**src/rtl/jtag_shift_engine.sv**
```systemverilog
// JTAG shift sequencer: turns a 1..DATA_WIDTH bit TMS/TDI command into TCK pulses
// at a programmable rate and returns the captured TDO word on a valid/ready channel.
module jtag_shift_engine #(
   parameter int DIV_WIDTH  = 8,
   parameter int DATA_WIDTH = 32
) (
   input  logic                          clk,
   input  logic                          reset,
   input  logic [DIV_WIDTH-1:0]          cfg_div,
   input  logic                          cmd_valid,
   output logic                          cmd_ready,
   input  logic [$clog2(DATA_WIDTH)-1:0] cmd_len,
   input  logic [DATA_WIDTH-1:0]         cmd_tms,
   input  logic [DATA_WIDTH-1:0]         cmd_tdi,
   output logic                          rsp_valid,
   input  logic                          rsp_ready,
   output logic [DATA_WIDTH-1:0]         rsp_tdo,
   output logic                          tck,
   output logic                          tms,
   output logic                          tdi,
   input  logic                          tdo,
   output logic                          busy
);

   localparam int LenWidth = $clog2(DATA_WIDTH);

   typedef enum logic [1:0] {IDLE, LOW, HIGH, RESP} stateType;

   stateType              state;
   stateType              stateNext;
   logic                  accept;
   logic                  halfDone;
   logic                  lastBit;
   logic [DATA_WIDTH-1:0] tmsVec;
   logic [DATA_WIDTH-1:0] tdiVec;
   logic [DATA_WIDTH-1:0] tdoVec;
   logic [LenWidth-1:0]   lenReg;
   logic [LenWidth-1:0]   idx;
   logic [LenWidth-1:0]   idxInc;
   logic [DIV_WIDTH-1:0]  divReg;
   logic [DIV_WIDTH-1:0]  cnt;
   logic                  tckQ;
   logic                  tmsQ;
   logic                  tdiQ;
   logic                  readyQ;
   logic                  validQ;
   logic                  busyQ;

   assign halfDone = (cnt == '0);
   assign lastBit  = (idx == lenReg);
   assign idxInc   = idx + LenWidth'(1);

   always_ff @(posedge clk or posedge reset) begin
      if (reset) begin
         state <= IDLE;
      end else begin
         state <= stateNext;
      end
   end

   always_comb begin
      stateNext = state;
      accept    = 1'b0;
      case (state)
         IDLE: begin
            if (cmd_valid) begin
               accept    = 1'b1;
               stateNext = LOW;
            end
         end
         LOW: begin
            if (halfDone) begin
               stateNext = HIGH;
            end
         end
         HIGH: begin
            if (halfDone) begin
               stateNext = lastBit ? RESP : LOW;
            end
         end
         RESP: begin
            if (rsp_ready) begin
               stateNext = IDLE;
            end
         end
         default: stateNext = IDLE;
      endcase
   end

   // Command latch, half-period counter and TDO capture. TMS/TDI only move on
   // the edge that enters LOW, so they are stable for the whole TCK-high phase.
   always_ff @(posedge clk or posedge reset) begin
      if (reset) begin
         tmsVec <= '0;
         tdiVec <= '0;
         tdoVec <= '0;
         lenReg <= '0;
         idx    <= '0;
         divReg <= '0;
         cnt    <= '0;
         tmsQ   <= 1'b1;
         tdiQ   <= 1'b0;
      end else begin
         if (accept) begin
            tmsVec <= cmd_tms;
            tdiVec <= cmd_tdi;
            tdoVec <= '0;
            lenReg <= cmd_len;
            idx    <= '0;
            divReg <= cfg_div;
            cnt    <= cfg_div;
            tmsQ   <= cmd_tms[0];
            tdiQ   <= cmd_tdi[0];
         end else if (state == LOW) begin
            cnt <= halfDone ? divReg : cnt - DIV_WIDTH'(1);
         end else if (state == HIGH) begin
            if (halfDone) begin
               cnt         <= divReg;
               tdoVec[idx] <= tdo;
               if (!lastBit) begin
                  idx  <= idxInc;
                  tmsQ <= tmsVec[idxInc];
                  tdiQ <= tdiVec[idxInc];
               end
            end else begin
               cnt <= cnt - DIV_WIDTH'(1);
            end
         end
      end
   end

   // Status and TCK are registered from the next state so they line up with it.
   always_ff @(posedge clk or posedge reset) begin
      if (reset) begin
         tckQ   <= 1'b0;
         readyQ <= 1'b1;
         validQ <= 1'b0;
         busyQ  <= 1'b0;
      end else begin
         tckQ   <= (stateNext == HIGH);
         readyQ <= (stateNext == IDLE);
         validQ <= (stateNext == RESP);
         busyQ  <= (stateNext != IDLE);
      end
   end

   assign tck       = tckQ;
   assign tms       = tmsQ;
   assign tdi       = tdiQ;
   assign cmd_ready = readyQ;
   assign rsp_valid = validQ;
   assign busy      = busyQ;
   assign rsp_tdo   = tdoVec;

endmodule

```
**config.mk**
```make
export PLATFORM = sky130hd
export DESIGN_NAME = jtag_shift_engine
export DESIGN_NICKNAME = d
export VERILOG_FILES = /design/src/rtl/jtag_shift_engine.sv
export SDC_FILE = /design/constraint.sdc
export NUM_CORES = 1
export LEC_CHECK = 0
export ABC_AREA = 1
export BUFFER_PORTS_ARGS = -buffer_cell sky130_fd_sc_hd__buf_2
export CORE_ASPECT_RATIO = 1.2
export CORE_MARGIN = 8
export CORE_UTILIZATION = 51
export CTS_CLUSTER_SIZE = 40
export DETAILED_ROUTE_END_ITERATION = 16
export GPL_TIMING_DRIVEN = 0
export HOLD_SLACK_MARGIN = 0.15
export PLACE_DENSITY_LB_ADDON = 0.08
export SYNTH_ARGS = -nofsm -noshare
export SYNTH_HDL_FRONTEND = slang
export SYNTH_SLANG_ARGS = --single-unit
```
**constraint.sdc**
```tcl
create_clock -name clk -period 4.1 [get_ports clk]
set_clock_uncertainty 0.05 [all_clocks]
set_input_delay 0.41 -clock clk [delete_from_list [all_inputs] [get_ports clk]]
set_output_delay 0.41 -clock clk [all_outputs]
set_load 0.005 [all_outputs]
```
# Word level (Yosys, flattened, before mapping)
# Cells that the tools add are included.
# W data, S select, Z words.
word_totals:
  mem_bits_ro: 0
  ff_bits: 130
  output_inout_bits: 38
  ramBits: 0
  latchBits: 0
  word_cells: 75
  mem_count: 0
  in_bits: 82
classes:
  bitwise: 0
  shift: 0
  n_reduce_logical: 10
  mul: 0
  eq_ne: 8
  n_lt_le_gt_ge: 3
  muxes: 38
  n_addsub: 2
  div_mod_pow: 0
op_table:
  columns: ["op", "n"]
  rows:
  - ["$mux W32", 4]
  - ["$bwmux W32", 1]
  - ["$mux W8", 4]
  - ["$mux W5", 5]
  - ["$mux W1", 15]
  - ["$lt A5 B6 Y1 const B", 2]
  - ["$bmux W1 S5", 2]
  - ["$mux W2", 5]
  - ["$eq A2 B2 Y1 const B", 4]
  - ["$logic_not A8 Y1", 1]
  - ["$pmux W2 S4", 1]
  - ["$sub A8 B1 Y8 const B", 1]
  - ["$reduce_bool A2 Y1", 3]
  - ["$add A5 B1 Y5 const B", 1]
  - ["$demux W1 S5", 1]
  - ["$eq A5 B5 Y1", 1]
  - ["$ge A5 B1 Y1 const B", 1]
  - ["$logic_not A2 Y1", 2]
  - ["$ne A2 B2 Y1 const B", 2]
  - ["$reduce_and A4 Y1", 1]
  - ["$reduce_and A3 Y1", 1]
  - ["$reduce_bool A3 Y1", 1]
  - ["$eq A2 B1 Y1 const B", 1]
  - ["$logic_and A1 B1 Y1", 1]

# Logic depth before layout (Yosys ltp)
# Gate-level depths: netlist (run 1).
depth:
  ltp_word: 9
  ltp_mapped: 14
  ltp_nobuf: 12

# Least setup slack after synthesis (run 1)
# Ideal clock, no wire load.
synth_path:
  path_type: "reg2reg"
  start: "reg idx[0]"
  end: "reg tdiQ (netlist: tdi)"
  stages_incl_launch_ff: 15
  setup_slack_ns: 2.042
  n_path_buf: 3
  required_ns: 3.988
  t_arrival_ns: 1.946
  synth_period_minus_slack_ns: 2.058
  cell_sequence: "dfrtp_1 -> inv_2 -> clkbuf_1 -> ha_1 -> buf_2 -> inv_2 -> buf_2 -> nand3_1 -> nand3_1 -> nand3_1 -> nand2_1 -> nand2_1 -> nand3_1 -> nand2_1 -> inv_1"
synth_via:
  elab_chain_len: 8
  elab_cells_between_ends: 11
  classes_between: "1 x add/sub; 2 x eq/ne; 7 x mux; 1 x reduce/logical"
synth_rtl:
  columns: ["item", "line", "source"]
  rows:
  - ["from (decl)", "38", "logic [LenWidth-1:0] idx;"]
  - ["from (signal assigned)", "121", "idx <= idxInc;"]
  - ["$add A5 B1 Y5", "51", "assign idxInc = idx + LenWidth'(1);"]
  - ["$bmux W1 S5", "123", "tdiQ <= tdiVec[idxInc];"]
  - ["$mux W1 (not written as such)", "123", null]
  - ["$mux W1", "120", "if (!lastBit) begin"]
  - ["$mux W1", "117", "if (halfDone) begin"]
  - ["$mux W1", "116", "end else if (state == HIGH) begin"]
  - ["$mux W1", "114", "end else if (state == LOW) begin"]
  - ["$mux W1", "104", "if (accept) begin"]
  - ["to (signal assigned)", "113", "tdiQ <= cmd_tdi[0];"]
  - ["to (signal assigned)", "123", null]
  - ["to (decl)", "44", "logic tdiQ;"]
# Parallel ways exist; a longest one is shown, timed or not. The select of a mux whose other input is x is not followed.
# A chain may end at the register's enable or synchronous reset.

# Worst setup path after layout (run 1)
layout_path:
  start: "reg idx[0]"
  end: "reg tmsQ (netlist: tms)"
layout_via:
  elab_chain_len: 8
  elab_cells_between_ends: 11
  classes_between: "1 x add/sub; 2 x eq/ne; 7 x mux; 1 x reduce/logical"
layout_rtl:
  columns: ["item", "line", "source"]
  rows:
  - ["$add A5 B1 Y5", "51", null]
  - ["$bmux W1 S5", "122", "tmsQ <= tmsVec[idxInc];"]
  - ["$mux W1 (not written as such)", "122", null]
  - ["$mux W1", "120", null]
  - ["$mux W1", "117", null]
  - ["$mux W1", "116", null]
  - ["$mux W1", "114", null]
  - ["$mux W1", "104", null]
  - ["to (signal assigned)", "112", "tmsQ <= cmd_tms[0];"]
  - ["to (signal assigned)", "122", null]
  - ["to (decl)", "43", "logic tmsQ;"]
# Parallel ways exist; a longest one is shown, timed or not. The select of a mux whose other input is x is not followed.

==> reports/metrics.cfg, run 1 <==
[yosys]
yosysTopAreaCellShare_pct = 48.5
ys_seq_area_share_pct = 49.3
synth_cell_types = 36
dominantRegCellSynth = dfrtp_1
synth_common_cells = 219 x nand2_1, 128 x dfrtp_1, 123 x inv_1
synth-edff-count = 0
synth_area_um2 = 6610
syn_avg_cell_area_um2 = 7.85
synth_area_leaders = dfrtp_1 48%, nand2_1 12%, inv_1 7.0%
synth-seq-cells = 130
yosysMostFrequentCell = nand2_1
syn-num-nets = 929
synthArstFlopShare_pct = 100
ys_warn_count = 0
yosys.area.top_type = dfrtp_1
synthCells = 842

[setup_path]
r2r_start = idx[0]
cp-endpoint = tms
worstSetupStartpoint = idx[0]
critPathMaxFanout = 11
critPathLaunchType = register
critical_path_class = reg -> reg
cp_data_required_time_ns = 4.42
rr_worst_depth = 14
rrSetupSlack_ns = 1.35
worst_ep_arrival_time_ns = 3.06
r2r-end = tms
endpoint_kind = register

[floorplanning]
dieArea_um2 = 16900
die_w_um = 120
core-area_um2 = 12700
start_util_pct = 52.2
rows = 45
ios = 120
die_h_um = 141

[routing]
dr.pass1.iters = 5
drtIter0Drc = 433
post_drt_wl_per_cell_um = 14.8
ant_nets = 0
drc = 0
routed_via_density = 4.98
wirelength_um = 17500
num_vias = 5883

[timing]
timing.hold.ws_ns = 0.152
fin_tns_setup_ns = 0
setup_viol_count_final = 0
min_period_ns = 2.75
maxClockFrequency_ghz = 0.364
hold_viol_final = 0
layout_worst_path_cycle_share_pct = 67.0
tightest_slew_ns = 0.649
drv_slew = 0
rsz0062_at_grt = false
slew_headroom_pct = 56.8

[clocking]
ctsHtreeMaxLevel = 4
cts_buffer_depth = 2
cts_buffers = 17
cts_tree = done
root_buffer = clkbuf_16
clk_latency_ns = 0.42
cts_sinks = 130
path_clk_slew_ns = 0.06

[final_layout]
utilization_pct = 65.4
num_antenna_cells = 0
drive_gt1_share_pct = 21.5
fill_cells = 1170
final_nets = 1092
area_growth_pct = 25.4

[global_routing]
grt_max_degree = 73
antenna_found_initial = 0
grt_pass1_vias = 6133
grt_usage_pct = 21.7
grt-ovfl-total = 0
grt_pass1_wl_um = 29500

[power]
internal_power_uw = 3630
p_switching_uw = 2400
vdd_drop_max_v = 0.000355
p_sw_share_pct = 39.8
clkPwrFrac_pct = 25.6
power_density_nw_per_um2 = 728
finalPower_uw = 6030
comb_power_share_pct = 41.1
leakagePower_uw = 0.00418
power_frac_seq_pct = 33.4

[placed_design]
numPortBuffers = 119
hpwl_um = 12400
place.gp.congestion = 0.845

[job]
max_cap_violations = 0

[worst_hold_path]
min_from = cmd_tms[15]
hold_class = in -> reg

[status]
status = finished clean

## cells in the final DEF, fill, tap and decap left out, drive strengths merged
cell           n
a21oi          8
a22oi          1
a31oi          5
and2           1
buf          152
bufinv         3
clkbuf        30
clkinv         6
clkinvlp       4
dfrtp        128
dfstp          2
dlygate4sd3   24
ha             5
inv          137
nand2        223
nand3         61
nand4          2
nor2          72
nor3           3
nor4           1
o211ai        32
o21ai        107
o31a           1
o31ai          4
xnor2          1
xor2           5
## critical path, cell delays in order, from the launching register on
cell and delay (ns):
dfrtp_1 0.44, inv_2 0.11, clkbuf_1 0.47, ha_1 0.33
buf_2 0.21, inv_2 0.14, buf_2 0.29, nand3_1 0.12
nand3_1 0.11, nand3_1 0.07, nand2_1 0.11, nand2_1 0.06
nand3_1 0.10, nand2_1 0.05, inv_1 0.04
## metrics by stage
stage	worst slack, ns	instance area (µm²)	instances
after floorplan	0.174	6610	842
after global placement	-1.39	7410	1125
after CTS	1.39	8290	1182
after detailed placement	1.42	7440	1126
final	1.35	8290	1182
after global routing	1.17	8290	1182
## layer usage
metal,vias up,wire length [µm],part of all wire (%),global-route usage (%)
met5,-,0,0,0
met4,0,396,2.3,7.51
met3,32,940,5.4,5.71
met2,163,8720,50,37.0
met1,2710,7440,43,25.9
li1,2978,-,-,-
## repair_timing
action,4_1_cts,5_1_grt
hold buffers,24,0
hold endpoints to repair,93,0
buffers inserted,0,0
gates resized for setup,0,0
## power by group through the flow
stage,registers [µW],clock network [µW],logic [µW]
after floorplan,1990,0,1750
after global placement,2020,0,2390
after detailed placement,2030,0,2440
after CTS,2010,1560,2480
after global routing,2070,1620,2810
final,2010,1540,2480
## state kept, by name, indices dropped and copies added (netlist names), 2 cells and up
register  flops
idx           5
rsp_tdo      32
cnt           8
tmsVec       32
tdiVec       32
state         2
lenReg        5
divReg        8
## cells by family (layout without fill, tap and decap cells)
family / after synthesis / count (layout) / share of synthesized area [%]
AND/OR/NAND/NOR: 363 / 363 / 23.5
buffers and inverters: 180 / 356 / 11.6
AO/OA/AOI/OAI: 158 / 158 / 13.7
flip-flops: 130 / 130 / 49.3
XOR/XNOR: 6 / 6 / 0.909
adder cells (fa/ha/maj): 5 / 5 / 0.947
## how the worst min path moves through the flow
stage                       endpoint  slack, ns  depth (start not counted)
final                     tmsVec[15]       0.15                          3
after global routing       tmsVec[6]       0.16                          3
after CTS                 tmsVec[31]       0.15                          3
after detailed placement   divReg[4]       0.41                          2
after global placement     tmsVec[8]       0.41                          2
after floorplan            divReg[1]       0.39                          2
## cell type report
| class | instances | area [µm²] | area share (%) |
|---|---|---|---|
| flip-flops and latches | 130 | 3260 | 39.3 |
| plain buffers | 43 | 255 | 3.08 |
| repair buffers | 144 | 863 | 10.4 |
| inverters | 137 | 519 | 6.27 |
| multi-input cells | 532 | 2580 | 31.2 |
| clock buffers | 19 | 443 | 5.35 |
| well taps | 164 | 205 | 2.48 |
| clock inverters | 13 | 161 | 1.95 |
Power figures use the tool's default switching activity.
==> run 2, diff against run 1 <==
==> constraint.sdc (replaced) <==
create_clock -name clk -period 2.4 [get_ports clk]
set_clock_uncertainty 0.05 [all_clocks]
set_input_delay 0.24 -clock clk [delete_from_list [all_inputs] [get_ports clk]]
set_output_delay 0.24 -clock clk [all_outputs]
set_load 0.005 [all_outputs]
==> run 2 against run 1 <==
Fmax up 21%; register-to-register slack worse by 1.2 ns; largest power group unchanged; setup slack lost 1.2 ns; sequential power grew 72%; global-route usage is 1.5 points higher; utilization grew 4.4 points; cell count rose by 4.8%; die area stayed put.
==> reports/metrics.cfg, run 2 (synthesis results as in run 1) <==
[final_layout]
instances_no_fill = 1239
area_growth_pct = 33.9
drive_gt1_share_pct = 20.6
fin_area_um2 = 8850
layout_common_cells = 219 x nand2_1, 139 x buf_2, 128 x dfrtp_1
final_nets = 1147
utilization_pct = 69.8
final_common_cell = nand2_1

[clocking]
cts_buffers = 17
clk_latency_ns = 0.42
postCtsSetupBuffers = 0
root_buffer = clkbuf_16
cts_sinks = 130
path_clk_slew_ns = 0.06
cts_tree = done
cts_buffer_depth = 2
ctsHtreeMaxLevel = 4

[routing]
drtIter0Drc = 463
ant_nets = 0
wirelength_um = 19000
num_vias = 6296
post_drt_wl_per_cell_um = 15.4
dr.pass1.iters = 5
drc = 0
routed_via_density = 5.08

[timing]
hold_viol_final = 0
maxClockFrequency_ghz = 0.442
layout_worst_path_cycle_share_pct = 94.3
tightest_slew_ns = 0.580
layout_setup_ws_ns = 0.137
drv_slew = 0
rsz0062_at_grt = false
slew_headroom_pct = 61.3
setup_viol_count_final = 0
min_period_ns = 2.26

[setup_path]
rr_worst_depth = 12
endpoint_kind = register
critPathSlowestCell = dfrtp_1
worst-path-stages = 12
critPathLaunchType = register
r2r_start = idx[0]
rrSetupSlack_ns = 0.14
timing.critical_path.buf_inv = 4
critPathMaxFanout = 15
r2r-end = tms
worst_ep_arrival_time_ns = 2.59
cp_data_required_time_ns = 2.72
cp_cell_sequence = inv_4, ha_1, buf_2, buf_2, nand3_1, nand3_1, nand3_1, nand2_1, nand2_1, nand3_1, nand2_1, inv_1
critPathTopFamily = buffers and inverters
crit_top_cell = nand3_1
worst_path_largest_cell_delay_ns = 0.46
critical_path_class = reg -> reg

[power]
clkPwrFrac_pct = 24.9
comb_power_share_pct = 41.7
power_frac_seq_pct = 33.4
p_switching_uw = 4220
vdd_drop_max_v = 0.000680
leakagePower_uw = 0.00440
p_sw_share_pct = 40.7
finalPower_uw = 10400
internal_power_uw = 6140
power_density_nw_per_um2 = 1170

[placed_design]
place_ws_ns = -0.286
hpwl_um = 12700
place.gp.congestion = 0.842
place_area_um2 = 7470
numPortBuffers = 119
dpl.cell_count = 1128

[global_routing]
grt_max_degree = 38
grt-ovfl-total = 0
grt_pass1_vias = 6467
grt_usage_pct = 23.2
antenna_found_initial = 2
grt_pass1_wl_um = 31400

[floorplanning]
rows = 45
start_util_pct = 52.2
core-area_um2 = 12700
dieArea_um2 = 16900
die_w_um = 120
ios = 120
die_h_um = 141

[status]
status = finished clean

[job]
max_cap_violations = 0

[worst_hold_path]
min_from = rsp_ready
holdPathEnd = state[0]
hold_class = in -> reg
holdPathStages = 4

==> run 2: cell types whose count changed in the layout (fill, tap and decap cells not counted) <==
cell           previous run  this run
bufinv_16                 3         2
clkbuf_8                  1         0
clkbuf_1                 12        10
clkinv_2                  3         2
buf_2                   140       139
inv_2                    14        13
clkinvlp_4                4         7
buf_12                    0         3
buf_16                    1         0
inv_4                     0         1
inv_6                     1         3
diode_2                   0         2
clkinv_4                  3         2
dlygate4sd3_1            24        79
==> run 2: layout make-up <==
class / count / area, µm²
Fill cell: 1045 / 3820
Sequential cell: 130 / 3260
Multi-Input combinational cell: 532 / 2580
Timing Repair Buffer: 201 / 1450
Inverter: 137 / 520
Clock buffer: 17 / 425
Buffer: 41 / 246
Tap cell: 164 / 205
Clock inverter: 15 / 159
Antenna cell: 2 / 5.00
==> run 2: worst reg2reg max path: cells and delay by family, from the launching register on <==
family	cells	cell delay (ns)
adders and majority gates	1	0.30
buffers and inverters	4	0.77
DFF	1	0.46
and+or+nand+nor	7	0.63
==> run 2: per-layer routing <==
| layer | share of wire (%) | track usage (%) |
|---|---|---|
| met1 | 41 | 26.7 |
| met2 | 51 | 40.0 |
| met3 | 5.8 | 6.15 |
| met4 | 2.0 | 9.35 |
| met5 | 0 | 0 |
==> run 2: what timing repair did <==
action                     CTS  global route
hold endpoints to repair   110             0
hold buffers                79             0
resized for setup            0             2
setup endpoints to repair    2             2
==> run 2: stage by stage <==
stage / hold WS, ns / TNS (ns)
global placement: 0.389 / -45.57
detailed placement: 0.278 / -0.540
global route: 0.256 / 0
finish: 0.230 / 0
floorplan: 0.300 / 0
CTS: 0.218 / 0
==> run 2: worst max-delay path by stage <==
stage	from	end	slack, ns
6_report	idx[0]	tms	0.14
5_1_grt	idx[0]	tdi	0.01
4_1_cts	idx[0]	tdi	0.03
3_5_place_dp	idx[0]	tdi	-0.29
3_3_place_gp	reset	divReg[2]	-0.36
2_1_floorplan	idx[0]	tdi	0.34
==> run 2: power groups by stage <==
stage / clock, µW / combinational, µW / sequential, µW
3_5_place_dp: 0 / 4160 / 3480
3_3_place_gp: 0 / 4080 / 3450
5_1_grt: 2680 / 4890 / 3540
4_1_cts: 2590 / 4300 / 3450
6_report: 2570 / 4320 / 3460
2_1_floorplan: 0 / 2990 / 3410
==> run 3, diff against run 2 <==
--- a/config.mk
+++ b/config.mk
@@ -5,11 +5,10 @@
 export SDC_FILE = /design/constraint.sdc
 export NUM_CORES = 1
 export LEC_CHECK = 0
-export ABC_AREA = 1
 export BUFFER_PORTS_ARGS = -buffer_cell sky130_fd_sc_hd__buf_2
 export CORE_ASPECT_RATIO = 1.2
 export CORE_MARGIN = 8
-export CORE_UTILIZATION = 51
+export CORE_UTILIZATION = 50
 export CTS_CLUSTER_SIZE = 40
 export DETAILED_ROUTE_END_ITERATION = 16
 export GPL_TIMING_DRIVEN = 0
==> run 3 against run 2 <==
The flow now finishes with violations (negative setup slack); sequential power increased by 10%; clock power decreased by 3%; largest cell class unchanged; die area decreased by 4.2%; register-to-register slack lost 0.15 ns; combinational power barely moved; total power is 3.0% higher.
==> reports/metrics.cfg, run 3 <==
[setup_path]
rr_worst_depth = 10
rrSetupSlack_ns = -0.01
critPathTopFamily = simple AND/OR/NAND/NOR gates
critical_path_class = reg -> reg
worst-path-stages = 10
worst_ep_arrival_time_ns = 2.69
worst_path_largest_cell_delay_ns = 0.39
cp_data_required_time_ns = 2.68
r2r-end = rsp_tdo[20]
critPathLaunchType = register
endpoint_kind = register
r2r_start = cnt[0]
critPathMaxFanout = 5
critPathSlowestCell = or3b_4
cp_cell_sequence = inv_1, ha_2, or3b_4, buf_6, nor4_4, buf_4, and2_4, clkbuf_16, nand3_1, a21oi_1
timing.critical_path.buf_inv = 4

[status]
status = complete, but fails checks
violations = negative setup slack

[floorplanning]
rows = 44
dieArea_um2 = 16200
die_h_um = 138
core-area_um2 = 12100
start_util_pct = 51.2
die_w_um = 117
ios = 120

[yosys]
synth_cell_types = 47
synth_common_cells = 307 x nand2_1, 128 x dfrtp_1, 40 x nand3_1
synth-seq-cells = 130
synthArstFlopShare_pct = 100
syn-num-nets = 786
synthCells = 699
yosysMostFrequentCell = nand2_1
ys_seq_area_share_pct = 52.8
synth_area_um2 = 6170
yosysTopAreaCellShare_pct = 51.9
ys_warn_count = 0
dominantRegCellSynth = dfrtp_1
yosys.area.top_type = dfrtp_1
syn_avg_cell_area_um2 = 8.82
synth-edff-count = 0
synth_area_leaders = dfrtp_1 52%, nand2_1 19%, mux4_2 5.8%

[global_routing]
grt-ovfl-total = 0
grt_pass1_wl_um = 29700
antenna_found_initial = 2
grt_max_degree = 44
grt_pass1_vias = 6082
grt_usage_pct = 22.9

[worst_hold_path]
min_from = rsp_ready
hold_class = in -> reg
holdPathStages = 4
holdPathEnd = rsp_valid

[timing]
slew_headroom_pct = 23.3
hold_viol_final = 0
min_period_ns = 2.41
tightest_slew_ns = 1.15
rsz0062_at_grt = true
layout_setup_ws_ns = -0.0108
timing.hold.ws_ns = 0.176
layout_worst_path_cycle_share_pct = 100
drv_slew = 0
setup_viol_count_final = 4
maxClockFrequency_ghz = 0.415

[routing]
drc = 0
dr.pass1.iters = 7
routed_via_density = 5.32
num_vias = 5995
wirelength_um = 19100
drtIter0Drc = 413
ant_nets = 0
post_drt_wl_per_cell_um = 16.9

[placed_design]
hpwl_um = 11700
place.gp.congestion = 0.772
numPortBuffers = 119

[power]
power_density_nw_per_um2 = 1170
finalPower_uw = 10700
vdd_drop_max_v = 0.000646
leakagePower_uw = 0.00445

[final_layout]
final_nets = 1037
fill_cells = 832
layout_common_cells = 295 x nand2_1, 125 x dfrtp_1, 119 x buf_2
final_common_cell = nand2_1
area_growth_pct = 48.2
drive_gt1_share_pct = 29.0

[clocking]
cts_tree = done
clk_latency_ns = 0.41
ctsHtreeMaxLevel = 4
path_clk_slew_ns = 0.06
cts_buffers = 17
cts_sinks = 130
cts_buffer_depth = 2
root_buffer = clkbuf_16

[job]
max_cap_violations = 0

run 3: cell count changes after synthesis, sizes merged, moves of 21 or more:
cell	previous run	this run
o211ai	32	4
o21ai	107	10
clkbuf	11	36
nor2	72	22
inv	137	9
a21oi	8	36
nand2	223	307
nand3	61	40
run 3: worst register-to-register path: cells and delay by family (launching register included):
kind	cells	cell delay, ns
AND/OR/NAND/NOR	4	0.99
adder cells (fa/ha/maj)	1	0.17
buffers and inverters	4	0.54
flip-flops	1	0.38
AO/OA/AOI/OAI	1	0.19
run 3: final cells by class:
type                    instances  area [µm²]  share of cell area (%)
plain buffers                  43         279                    3.05
well taps                     161         201                    2.20
repair buffers                238        1860                    20.4
multi-input cells             511        2930                    32.1
diodes                          2        5.00                  0.0548
clock buffers                  26         479                    5.24
inverters                       9        41.3                   0.452
clock inverters                 6        82.6                   0.904
flip-flops and latches        130        3260                    35.7
run 3: report_power, final:
group	total (µW)	leakage, µW	internal, µW	switching (µW)
combinational	4340	0.00252	2190	2150
clock	2500	0.000272	1580	920
sequential	3820	0.00165	3200	622
total	10700	0.00445	6970	3700
run 3: cells by family after synthesis:
family          share of synthesized area, %
compound gates                          7.16
buf+inv                                 4.16
fa+ha+maj                               1.01
simple gates                            26.7
xor+xnor                                1.28
mux                                     6.88
flops                                   52.8
run 3: timing repair:
item | CTS | global route
setup endpoints to repair | 91 | 113
gates resized for setup | 31 | 82
pin swaps | 3 | 36
cloned | 0 | 4
hold endpoints to repair | 123 | 0
hold buffers | 79 | 0
setup buffers | 11 | 22
run 3: how the worst max path moves through the flow:
| stage | startpoint | to |
|---|---|---|
| after floorplan | cnt[0] | idx[2] |
| after global placement | idx[0] | tdi |
| after detailed placement | idx[1] | tdi |
| after CTS | idx[0] | tdi |
| after global routing | cnt[0] | rsp_tdo[2] |
| final | cnt[0] | rsp_tdo[20] |
run 3: per-layer routing:
metal | vias up | share of wire, % | track usage (%)
li1 | 2797 | - | -
met1 | 2935 | 39 | 26.1
met2 | 213 | 53 | 41.3
met3 | 50 | 4.9 | 5.08
met4 | 0 | 2.8 | 9.17
met5 | - | 0 | 0
run 3: through the flow:
step	area [µm²]	utilization (%)	TNS, ns	setup WS [ns]	instances
final	9140	75.8	-0.0169	-0.0108	1126
after global routing	9140	75.8	-1.81	-0.119	1126
after CTS	8650	71.8	-1.33	-0.0969	1104
after detailed placement	7070	58.6	-13.74	-0.410	982
after global placement	7000	58.1	-49.67	-0.379	979
after floorplan	6200	-	-0.0443	-0.0203	699
